`src/rtl/fifo_write_arbiter_pkg.sv`:
```
// fifo_write_arbiter_pkg: shared FSM state type and stat counter width for the FIFO write arbiter.
package fifo_write_arbiter_pkg;
  typedef enum logic {ARB_IDLE, ARB_LOCK} arb_state_t;
  localparam int STATW = 16;
endpackage

```
`src/rtl/fifo_write_arbiter_if.sv`:
```
// fifo_write_arbiter_if: requester handshake and FIFO write port bundle.
interface fifo_write_arbiter_if #(
  parameter int NREQ  = 4,
  parameter int IDW   = 2,
  parameter int DATAW = 14
);
  logic [NREQ-1:0]       req_valid;
  logic [NREQ*DATAW-1:0] req_data;
  logic [NREQ-1:0]       req_last;
  logic [NREQ-1:0]       req_ready;
  logic [DATAW+IDW-1:0]  wr_port;
  logic                  wr_req;
  logic                  q_full;
  modport master (output req_valid, req_data, req_last, q_full, input req_ready, wr_port, wr_req);
  modport slave  (input req_valid, req_data, req_last, q_full, output req_ready, wr_port, wr_req);
endinterface

```
`src/rtl/fifo_write_arbiter_rr_pick.sv`:
```
// rr_pick: combinational round-robin first-one finder starting at index start and wrapping.
module rr_pick #(
  parameter int N = 4,
  parameter int W = 2
) (
  input  logic [N-1:0] req,
  input  logic [W-1:0] start,
  output logic         found,
  output logic [W-1:0] idx
);
  always_comb begin
    found = 1'b0;
    idx   = start;
    for (int i = N - 1; i >= 0; i--)
      if (req[(int'(start) + i) % N]) begin
        found = 1'b1;
        idx   = W'((int'(start) + i) % N);
      end
  end
endmodule

```
`src/rtl/fifo_write_arbiter.sv`:
```
// fifo_write_arbiter: round-robin, packet-locking arbiter merging NREQ requesters into one FIFO.
// Define FIFO_ARB_STATS_EN to build the per-requester saturating completed-packet counters.
module fifo_write_arbiter
  import fifo_write_arbiter_pkg::*;
#(
  parameter int NREQ  = 4,
  parameter int IDW   = 2,
  parameter int DATAW = 14
) (
  input  logic                  clk,
  input  logic                  reset_n,
  fifo_write_arbiter_if.slave   bus,
  output logic [IDW-1:0]        grant_id,
  output logic                  locked,
  output logic [NREQ*STATW-1:0] stat_pkts
);
  arb_state_t     state;
  logic [IDW-1:0] last_winner, held, pick, start;
  logic           found, xfer, last;
  assign start = (last_winner == IDW'(NREQ - 1)) ? '0 : last_winner + 1'b1;
  rr_pick #(.N(NREQ), .W(IDW)) u_pick (
    .req   (bus.req_valid),
    .start (start),
    .found (found),
    .idx   (pick)
  );
  assign grant_id      = (state == ARB_LOCK) ? held : found ? pick : last_winner;
  assign locked        = (state == ARB_LOCK);
  assign last          = bus.req_last[grant_id];
  // Gated by reset_n so the bus is quiet while reset is held.
  assign bus.wr_req    = reset_n && !bus.q_full && bus.req_valid[grant_id];
  assign bus.req_ready = (reset_n && !bus.q_full) ? NREQ'(1) << grant_id : '0;
  assign bus.wr_port   = {grant_id, bus.req_data[grant_id*DATAW +: DATAW]};
  assign xfer          = bus.wr_req;
  always_ff @(posedge clk or negedge reset_n)
    if (!reset_n) begin
      state       <= ARB_IDLE;
      last_winner <= IDW'(NREQ - 1);
      held        <= '0;
    end else if (xfer) begin
      if (state == ARB_IDLE) begin
        if (last) last_winner <= grant_id;
        else begin
          state <= ARB_LOCK;
          held  <= grant_id;
        end
      end else if (last) begin
        state       <= ARB_IDLE;
        last_winner <= held;
      end
    end
  for (genvar i = 0; i < NREQ; i++) begin : g_stat
`ifdef FIFO_ARB_STATS_EN
    logic [STATW-1:0] cnt;
    always_ff @(posedge clk or negedge reset_n)
      if (!reset_n) cnt <= '0;
      else if (xfer && last && grant_id == IDW'(i) && cnt != '1) cnt <= cnt + 1'b1;
    assign stat_pkts[i*STATW +: STATW] = cnt;
`else
    assign stat_pkts[i*STATW +: STATW] = '0;
`endif
  end
endmodule

```
`src/flat_wrapper.sv`:
```
// flat-port wrapper written by rule: the top's interface ports become plain ports
module fifo_write_arbiter_flat import fifo_write_arbiter_pkg::*;
#(
  parameter int NREQ  = 4,
  parameter int IDW   = 2,
  parameter int DATAW = 14
)
  (clk, reset_n, grant_id, locked, stat_pkts, bus_req_valid, bus_req_data, bus_req_last, bus_q_full, bus_req_ready, bus_wr_port, bus_wr_req);
  fifo_write_arbiter_if #(.NREQ(NREQ), .IDW(IDW), .DATAW(DATAW)) bus_i ();
  input  logic clk;
  input  logic reset_n;
  output logic [IDW-1:0] grant_id;
  output logic locked;
  output logic [NREQ*STATW-1:0] stat_pkts;
  input wire logic [$bits(bus_i.req_valid)-1:0] bus_req_valid;
  input wire logic [$bits(bus_i.req_data)-1:0] bus_req_data;
  input wire logic [$bits(bus_i.req_last)-1:0] bus_req_last;
  input wire logic [$bits(bus_i.q_full)-1:0] bus_q_full;
  output wire logic [$bits(bus_i.req_ready)-1:0] bus_req_ready;
  output wire logic [$bits(bus_i.wr_port)-1:0] bus_wr_port;
  output wire logic [$bits(bus_i.wr_req)-1:0] bus_wr_req;
  assign bus_i.req_valid = bus_req_valid;
  assign bus_i.req_data = bus_req_data;
  assign bus_i.req_last = bus_req_last;
  assign bus_i.q_full = bus_q_full;
  assign bus_req_ready = bus_i.req_ready;
  assign bus_wr_port = bus_i.wr_port;
  assign bus_wr_req = bus_i.wr_req;
  fifo_write_arbiter #(.NREQ(NREQ), .IDW(IDW), .DATAW(DATAW)) u_core (.clk(clk), .reset_n(reset_n), .bus(bus_i), .grant_id(grant_id), .locked(locked), .stat_pkts(stat_pkts));
endmodule
```
`config.mk`:
```
export PLATFORM = sky130hd
export DESIGN_NAME = fifo_write_arbiter_flat
export DESIGN_NICKNAME = d
export VERILOG_FILES = /design/src/rtl/fifo_write_arbiter_pkg.sv /design/src/rtl/fifo_write_arbiter_if.sv /design/src/rtl/fifo_write_arbiter_rr_pick.sv /design/src/rtl/fifo_write_arbiter.sv /design/src/flat_wrapper.sv
export SDC_FILE = /design/constraint.sdc
export NUM_CORES = 1
export LEC_CHECK = 0
export ABC_AREA = 1
export BUFFER_PORTS_ARGS = -buffer_cell sky130_fd_sc_hd__buf_2
export CORE_MARGIN = 1.5
export CORE_UTILIZATION = 37
export DETAILED_ROUTE_END_ITERATION = 8
export PLACE_DENSITY_LB_ADDON = 0.1
export REMOVE_ABC_BUFFERS = 1
export SLEW_MARGIN = 20
export SYNTH_ARGS = -nofsm -noshare
export SYNTH_HDL_FRONTEND = slang
export SYNTH_SLANG_ARGS = --single-unit
```
`constraint.sdc`:
```
create_clock -name clk -period 3.07 [get_ports clk]
set_input_delay 0.4605 -clock clk [delete_from_list [all_inputs] [get_ports clk]]
set_output_delay 0.4605 -clock clk [all_outputs]
set_load 0.02 [all_outputs]
```
==> results.md <==
- Outcome: finished, final reports clean
- Critical path data arrival time: 2.60 ns
- Vias in the first global route: 1332
- Ant diodes: 0
- Die Span X: 68.3 um
- Fmax: 0.327 GHz
- Clock transition at path regs: 0.03 ns
- Max H-tree Level: 1
- Largest net degree at the start of global routing: 15
- Flop-to-flop setup slack: 0.44 ns
- Net Switching: 2150 uW
- Clock Tree Buf Depth: 2
- Synth warn: 0
- Gate Count Post-Synth: 255
- Drt first-iter violations: 59
- Worst skew pair latency: 0.22 ns
- P&R area growth vs syn: 43.9%
- Avg Cell Area, Syn: 6.19 um2
- Switching Share: 0.539
- Dpl cells: 398
- Routed len/inst: 10.8 um
- Startpoint types: flip-flop
- Final min period: 3.06 ns
- Critical path fanouts, max: 8
- WP buf/inv: 5
- Critical-path top delay cell: dfstp_2
- Clk root buf: clkbuf_8
- Most common cell after layout, fill and taps aside: buf_2
- Hold_buf cts: 0
- Final hold violations: 0
- Initial antenna violation count: 0
- Synth cell types: 21
- Setup violations, final: 0
- Max-Cap Viols: 0
- Clock Skew: 0.00234 ns
- Tot GR Track Use: 0.161
- Die H: 68.3 um
- Crit Path Class: reg -> out
- Worst EP required: 2.61 ns
- Post-synth top area cell: buf_4
- GRT Residual Overflow: 0
- Drt first pass iters: 4
- Average vias per placed instance: 4.16
- Mapped cell area: 1580 um2
- RSZ-0062 raised after global routing: true
- Final std cells w/o fill: 410
- Sinks on Clock Net: 5
- Routed vias: 1707
- Yosys top cell area share: 0.323
- Max-slew violations: 0
- Clock Power Share: 0.030
- Endpoint type of the worst setup path: output pin
- Most frequent cells in the layout: buf_2, nand2_1, conb_1
- Comb power frac: 0.937
- Internal Power: 1840 uW
- DRC: 0
- Post-synthesis sequential area ratio: 0.0808
- TritonCTS clock tree: done
- Flop pwr share: 0.033
- Hpwl dp: 3.44 mm
- Post-route ant nets: 0
- Fin crit share: 0.997
- CTS buffer count: 3
- First-pass GRT wire length: 5.91 mm
- Critical-path cell list: ha_4, inv_2, nand2_4, nand2_1, nand3_2, nand2_1, nor2_2, nand2_2, o21ai_1, inv_1, nand2_4, nand2_8, nand2_4, inv_4, buf_12, a22oi_2, nand3_2, buf_6
- RR Startpoint: u_core.last_winner[0]
- Worst VDD drop: 874 uV
- Nets: 429
- Util after Layout: 0.560
- Leading post-synthesis cells by cell area: buf_4, nand2_1, nand3_1
- Power Dens Cells: 1760 nW/um2
- R2R depth: 22
- Placer congestion estimate: 0.793
- Rows: 23
- Worst r2r dst: u_core.held[1]
- CP max stage delay: 0.55 ns
- Leakage: 0.00132 uW
- Die Footprint: 4670 um2
- # IOs: 155
- I/O Buffers: 90
- Area of the core: 4060 um2
- Share of layout cells above drive strength 1: 0.481
- CP delay by family, top: simple AND/OR/NAND/NOR gates
- Most used cell along the critical path: nand2_4
- Hold slack: 0.0531 ns
- Starting density of the core: 0.389
- Drt total wl: 4.42 mm
- Yosys reg bits: 5
- Type of the worst min-delay path: in -> async
-- registers in the layout, summed over array words and instances, names as in the netlist --
| signal | count |
|---|---|
| u_core.locked | 1 |
| u_core.last_winner | 2 |
| u_core.held | 2 |
-- routing by layer --
metal	wire [um]	vias to the layer above	GRT usage
li1	-	888	-
met1	1780	717	0.229
met2	2280	102	0.257
met3	360	0	0.0378
met4	0	0	0.0125
met5	0	-	0
-- logic make-up (layout without fill, tap and decap cells) --
family / after synthesis / count (layout) / share of synthesized area
other: 1 / 64 / 0.00237
AND/OR/NAND/NOR: 140 / 140 / 0.409
flip-flops: 5 / 5 / 0.0808
AO/OA/AOI/OAI: 17 / 17 / 0.108
adder cells (fa/ha/maj): 1 / 1 / 0.00792
buffers and inverters: 91 / 133 / 0.392
-- layout make-up --
class	instances	area, um2
Sequential cell	5	128
Multi-Input combinational cell	222	1200
Inverter	20	87.6
Timing Repair Buffer	109	747
Clock buffer	4	45.0
Fill cell	423	1790
Tap cell	50	62.6
-- power by group through the flow --
stage	clock [uW]	combinational, uW	sequential (uW)
2_1_floorplan	0	1910	134
3_3_place_gp	0	2920	125
3_5_place_dp	0	2910	127
4_1_cts	122	3140	133
5_1_grt	130	4060	138
6_report	120	3740	133
-- what timing repair did --
item	4_1_cts	5_1_grt
endpoints found under the setup margin	15	16
buffers inserted	3	4
resized for setup	17	52
pin swaps	8	10
gates cloned	0	1
-- metrics by stage --
stage          setup slack [ns]  cell area [um2]  power (uW)  TNS [ns]
6_report                0.00791             2270        4000         0
5_1_grt                  -0.200             2270        4330     -2.49
4_1_cts                -0.00188             2050        3390  -0.00188
3_5_place_dp             0.0574             1920        3040         0
3_3_place_gp             0.0672             1920        3050         0
2_1_floorplan             0.149             1270        2050         0
-- Yosys cell counts --
master    n
a21oi_1   1
a22oi_1   4
a22oi_2  10
buf_4    68
buf_6     3
conb_1    1
dfrtp_1   3
dfstp_2   2
ha_1      1
inv_1    17
inv_2     3
nand2_1  89
nand2_2   5
nand2_4   4
nand3_1  28
nor2_1    6
nor2_2    1
nor2_4    5
nor3_1    2
o21ai_0   1
o21ai_1   1
-- worst max-delay path by stage --
stage                            to  cells past startpoint                  start
finish              bus_wr_port[10]                     18  u_core.last_winner[0]
global route        bus_wr_port[13]                     20  u_core.last_winner[0]
CTS                 bus_wr_port[13]                     18  u_core.last_winner[0]
detailed placement  bus_wr_port[12]                     19  u_core.last_winner[1]
global placement    bus_wr_port[12]                     19  u_core.last_winner[0]
floorplan           bus_wr_port[11]                     16  u_core.last_winner[0]
No activity file was read; power rests on OpenSTA's default activity.
